==> src/rtl/ppu_pkg.sv <==
// Shared types and constants for the PPU register read path.
package ppu_pkg;

  typedef enum logic [1:0] {
    StIdle,
    StReq,
    StDone
  } rd_state_e;

  localparam int unsigned      PPU_VRAM_ADDR_W     = 14;
  localparam logic [5:0]       PALETTE_PAGE        = 6'h3F;
  localparam logic [13:0]      PALETTE_MIRROR_MASK = 14'h2FFF;

endpackage

==> src/rtl/ppu_rd_watchdog.sv <==
// Cycle counter for a pending VRAM read; expired flags the Limit-th enabled cycle.
module ppu_rd_watchdog #(
  parameter int unsigned Limit = 16
) (
  input  logic clk,
  input  logic rst_n,
  input  logic clr,
  input  logic en,
  output logic expired
);

  localparam int unsigned CntW = (Limit > 1) ? $clog2(Limit) : 1;

  logic [CntW-1:0] count_q, count_d;

  always_comb begin
    count_d = count_q;
    if (clr) begin
      count_d = '0;
    end else if (en) begin
      count_d = count_q + 1'b1;
    end
  end

  always_ff @(posedge clk) begin
    if (!rst_n) begin
      count_q <= '0;
    end else begin
      count_q <= count_d;
    end
  end

  assign expired = en && (count_q == CntW'(Limit - 1));

endmodule

==> src/rtl/ppu_reg_data_read.sv <==
// CPU read path of PPUDATA: returns the read buffer (or palette) and refills it from VRAM.
// Optional watchdog on the VRAM request is enabled by defining PPU_RD_TIMEOUT_EN.
module ppu_reg_data_read
  import ppu_pkg::*;
#(
  parameter int unsigned ADDR_W         = PPU_VRAM_ADDR_W,
  parameter int unsigned TIMEOUT_CYCLES = 16
) (
  input  logic              clk,
  input  logic              rst_n,
  input  logic              data_read_en,
  input  logic [15:0]       address_in,
  input  logic [7:0]        pal_rd_data,
  output logic [7:0]        cpu_data_out,
  output logic              cpu_data_valid,
  output logic              vram_rd_req,
  output logic [ADDR_W-1:0] vram_rd_addr,
  input  logic              vram_rd_ack,
  input  logic [7:0]        vram_rd_data,
  output logic              reg_data_read_completed,
  output logic              busy,
  output logic              rd_timeout
);

  rd_state_e         state_q, state_d;
  logic [7:0]        buf_q, buf_d;
  logic [7:0]        data_q, data_d;
  logic              valid_q, valid_d;
  logic              req_q, req_d;
  logic [ADDR_W-1:0] addr_q, addr_d;
  logic              comp_q, comp_d;
  logic              timeout_hit;

  logic [ADDR_W-1:0] rd_addr;
  logic              accept;
  logic              unused_addr_hi;

  // Upper address bits are dropped so the VRAM space mirrors at 0x4000.
  assign rd_addr        = address_in[ADDR_W-1:0];
  assign unused_addr_hi = ^address_in[15:ADDR_W];
  assign accept         = (state_q == StIdle) && data_read_en;

`ifdef PPU_RD_TIMEOUT_EN
  logic wd_expired;
  logic timeout_q;

  ppu_rd_watchdog #(
    .Limit (TIMEOUT_CYCLES)
  ) u_watchdog (
    .clk     (clk),
    .rst_n   (rst_n),
    .clr     (accept),
    .en      ((state_q == StReq) && !vram_rd_ack),
    .expired (wd_expired)
  );

  assign timeout_hit = wd_expired;

  always_ff @(posedge clk) begin
    if (!rst_n) begin
      timeout_q <= 1'b0;
    end else if (timeout_hit) begin
      timeout_q <= 1'b1;
    end
  end

  assign rd_timeout = timeout_q;
`else
  assign timeout_hit = 1'b0;
  assign rd_timeout  = 1'b0;
`endif

  always_comb begin
    state_d = state_q;
    buf_d   = buf_q;
    data_d  = data_q;
    valid_d = 1'b0;
    req_d   = req_q;
    addr_d  = addr_q;
    comp_d  = 1'b0;
    unique case (state_q)
      StIdle: begin
        if (accept) begin
          // Palette reads bypass the buffer; the buffer refills from the nametable underneath.
          if (rd_addr[13:8] == PALETTE_PAGE) begin
            data_d = pal_rd_data;
            addr_d = rd_addr & ADDR_W'(PALETTE_MIRROR_MASK);
          end else begin
            data_d = buf_q;
            addr_d = rd_addr;
          end
          valid_d = 1'b1;
          req_d   = 1'b1;
          state_d = StReq;
        end
      end
      StReq: begin
        if (vram_rd_ack) begin
          buf_d   = vram_rd_data;
          req_d   = 1'b0;
          comp_d  = 1'b1;
          state_d = StDone;
        end else if (timeout_hit) begin
          buf_d   = 8'h00;
          req_d   = 1'b0;
          comp_d  = 1'b1;
          state_d = StDone;
        end
      end
      StDone: begin
        state_d = StIdle;
      end
      default: begin
        state_d = StIdle;
      end
    endcase
  end

  always_ff @(posedge clk) begin
    if (!rst_n) begin
      state_q <= StIdle;
      buf_q   <= 8'h00;
      data_q  <= 8'h00;
      valid_q <= 1'b0;
      req_q   <= 1'b0;
      addr_q  <= '0;
      comp_q  <= 1'b0;
    end else begin
      state_q <= state_d;
      buf_q   <= buf_d;
      data_q  <= data_d;
      valid_q <= valid_d;
      req_q   <= req_d;
      addr_q  <= addr_d;
      comp_q  <= comp_d;
    end
  end

  assign cpu_data_out            = data_q;
  assign cpu_data_valid          = valid_q;
  assign vram_rd_req             = req_q;
  assign vram_rd_addr            = addr_q;
  assign reg_data_read_completed = comp_q;
  assign busy                    = (state_q != StIdle);

endmodule

==> config.mk <==
export PLATFORM = sky130hd
export DESIGN_NAME = ppu_reg_data_read
export DESIGN_NICKNAME = d
export VERILOG_FILES = /design/src/rtl/ppu_pkg.sv /design/src/rtl/ppu_rd_watchdog.sv /design/src/rtl/ppu_reg_data_read.sv
export SDC_FILE = /design/constraint.sdc
export NUM_CORES = 1
export LEC_CHECK = 0
export CAP_MARGIN = 15
export CORE_UTILIZATION = 45
export CTS_BUF_LIST = sky130_fd_sc_hd__clkbuf_4
export CTS_CLUSTER_SIZE = 24
export DETAILED_ROUTE_END_ITERATION = 16
export MAX_ROUTING_LAYER = met4
export PLACE_DENSITY = 0.95
export SYNTH_ARGS = -nofsm -noshare
export SYNTH_HDL_FRONTEND = slang
export SYNTH_HIERARCHICAL = 1
export SYNTH_SLANG_ARGS = --single-unit
==> constraint.sdc <==
create_clock -name clk -period 3.95 [get_ports clk]
set_clock_uncertainty 0.1 [all_clocks]
set_input_delay 1.185 -clock clk [delete_from_list [all_inputs] [get_ports clk]]
set_output_delay 1.185 -clock clk [all_outputs]
set_load 0.01 [all_outputs]
==> flow_metrics.env <==
export IMPL_cts_repair_resized=0
export IMPL_tightest_slew_ps=647
export IMPL_end_kind="primary output"
export IMPL_route_detailed_drc=0
export IMPL_io_buffers=59
export IMPL_synth_xor_area_frac=0
export IMPL_drive_above_1_share=0.0526
export IMPL_grt_usage=0.226
export IMPL_first_pass_iters=4
export IMPL_avgViaCountPerCell=5.24
export IMPL_gp_congestion=0.775
export IMPL_seqCellArea_um2=701
export IMPL_die_y_um=56.4
export IMPL_gr_total_overflow=0
export IMPL_finalPower_uw=774
export IMPL_die_area_um2=3180
export IMPL_rsz0062_at_grt="no"
export IMPL_setup_viol=0
export IMPL_synth_compound_area_frac=0.166
export IMPL_p_switching_uw=190
export IMPL_crit_arrival_ps=1480
export IMPL_synth_cell_types=21
export IMPL_num_io_pins=63
export IMPL_fill_cells=209
export IMPL_grt_pass1_vias=1156
export IMPL_clk_latency_ps=350
export IMPL_status="finished clean"
export IMPL_syn_inst=153
export IMPL_worstSetupStartpointType="register"
export IMPL_hold_buffers=0
export IMPL_synthesis_nets=189
export IMPL_critPathKind="register to primary output"
export IMPL_syn_area_per_cell_um2=8.71
export IMPL_critPathRequiredTime_ps=2660
export IMPL_cts_tree="built"
export IMPL_hold_viol=0
export IMPL_path_clk_slew_ps=100
export IMPL_ys_seq_area_frac=0.526
export IMPL_tns_ps=0
export IMPL_synth_fa_ha_area_frac=0
export IMPL_post_drt_wl_per_cell_um=13.4
export IMPL_slew_viol_final=0
export IMPL_p_leak_uw=0.000761
export IMPL_yosysWarnings=6
export IMPL_final_common_cell="clkdlybuf4s50_1"
export IMPL_antenna_found_initial=0
export IMPL_cts_buffer_depth=2
export IMPL_pwr_share_seq=0.500
export IMPL_synth_area_um2=1330
export IMPL_wl_mm=3.21
export IMPL_ys_top_cells_by_area="dfxtp_1 (53%), nand2_1 (7.9%), mux2i_1 (6.0%)"
export IMPL_grt_pass1_wl_mm=5.23
export IMPL_power_frac_comb=0.178
export IMPL_clkSinkCount=35
export IMPL_ant_nets=0
export IMPL_crit_fanout=5
export IMPL_maxCapViolations=0
export IMPL_period_needed_ps=2760
export IMPL_die_x_um=56.4
export IMPL_period_share=0.699
export IMPL_most_common_layout_cells="clkdlybuf4s50_1 (59), dfxtp_1 (35), nand2_1 (28)"
export IMPL_switching_share=0.246
export IMPL_met2_length_mm=1.62
export IMPL_yosysTopAreaCell="dfxtp_1"
export IMPL_ys_seq_elements=35
export IMPL_p_int_uw=584
export IMPL_nets=244
export IMPL_vias=1258
export IMPL_dr_wl_met3_um=177
export IMPL_cts_buffers=5
export IMPL_hold_path_class="register to register"
export IMPL_p_clk_frac=0.322
export IMPL_yosys_area_top_type_share=0.526
export IMPL_power_density_nw_per_um2=392
export IMPL_dp_hpwl_mm=2.31
export IMPL_grt_max_degree=28
export IMPL_diodes=0
export IMPL_multiInputGateArea_um2=559
export IMPL_synthMuxAreaShare=0.0601
export IMPL_cts_htree_levels=2
export IMPL_top_layer_used="met4"
export IMPL_synth_top_family_by_area="simple AND/OR/NAND/NOR gates"
export IMPL_core_um2=2780
export IMPL_synth_simple_area_share=0.191
export IMPL_slew_headroom=0.567
export IMPL_cts_setup_buffers=0
export IMPL_m1WireLength_mm=1.35
export IMPL_irDropWorstVdd_mv=0.352
export IMPL_ctsRootBufferMaster="clkbuf_4"
export IMPL_max_freq_mhz=362
export IMPL_rows=19
export IMPL_drt_initial_drc_count=37
export IMPL_initial_core_util=0.479
export IMPL_synthToLayoutAreaGrowth_pct=48.4
[worst paths after layout]
check / slack [ps] / startpoint / end / depth (start not counted)
setup / recovery: 1190 / state_q[1] / busy / 2
hold / removal: 360 / vram_rd_addr[11] / vram_rd_addr[11] / 2
setup reg to reg: 2400 / state_q[1] / cpu_data_out[6] / 4
hold reg to reg: 360 / vram_rd_addr[11] / vram_rd_addr[11] / 2
[per-stage QoR]
stage	area (um^2)	setup slack [ps]	cells	hold slack, ps	util
final	1980	1190	240	360	0.711
after CTS	1980	1170	240	362	0.711
after global routing	1980	1140	240	380	0.711
after detailed placement	1900	1090	232	347	0.683
after global placement	1900	1100	232	342	0.683
after floorplan	1330	1830	153	357	-
[worst max-delay path: stages, from the launching register on]
cell and delay [ps]:
dfxtp_1 360, or2_2 290, clkdlybuf4s50_1 480
[Yosys cell counts]
| cell | n |
|---|---|
| buf_6 | 1 |
| o211ai_1 | 1 |
| inv_2 | 1 |
| nand2_1 | 28 |
| buf_2 | 7 |
| dfxtp_1 | 35 |
| buf_4 | 2 |
| nand4_1 | 9 |
| mux2i_1 | 8 |
| conb_1 | 1 |
| and4_1 | 1 |
| o21ai_0 | 16 |
| a21oi_1 | 15 |
| or3b_1 | 1 |
| nand3b_1 | 1 |
| clkbuf_1 | 2 |
| nor2_1 | 13 |
| a2111oi_0 | 1 |
| nor3b_2 | 1 |
| or2_2 | 1 |
| a31oi_1 | 8 |
[per-layer routing]
layer / vias up / global-route usage
met5: - / -
met4: 0 / 0.105
met2: 47 / 0.369
li1: 642 / -
met1: 561 / 0.251
met3: 8 / 0.0714
[flip-flops by register name, summed over array words and instances, names as in the netlist]
register	flops
cpu_data_valid	1
cpu_data_out	8
vram_rd_addr	14
buf_q	8
state_q	2
reg_data_read_completed	1
vram_rd_req	1
[logic make-up (layout without fill, tap and decap cells)]
group	after synthesis	after routing
buf+inv	13	69
other cells	1	1
flops	35	35
compound gates	41	41
simple gates	55	55
mux	8	8
[power by group through the flow]
stage	logic, uW	registers [uW]	clock network, uW
3_3_place_gp	135	394	0
6_report	138	387	249
2_1_floorplan	53.3	402	0
3_5_place_dp	138	395	0
5_1_grt	150	390	267
4_1_cts	139	387	253
[area by class of cell]
type	count	share of cell area
clock buffers	5	0.0190
inverters	1	0.00190
multi-input cells	105	0.283
well taps	31	0.0196
clock inverters	3	0.0196
repair buffers	60	0.303
flip-flops and latches	35	0.354
Power figures use the tool's default switching activity.
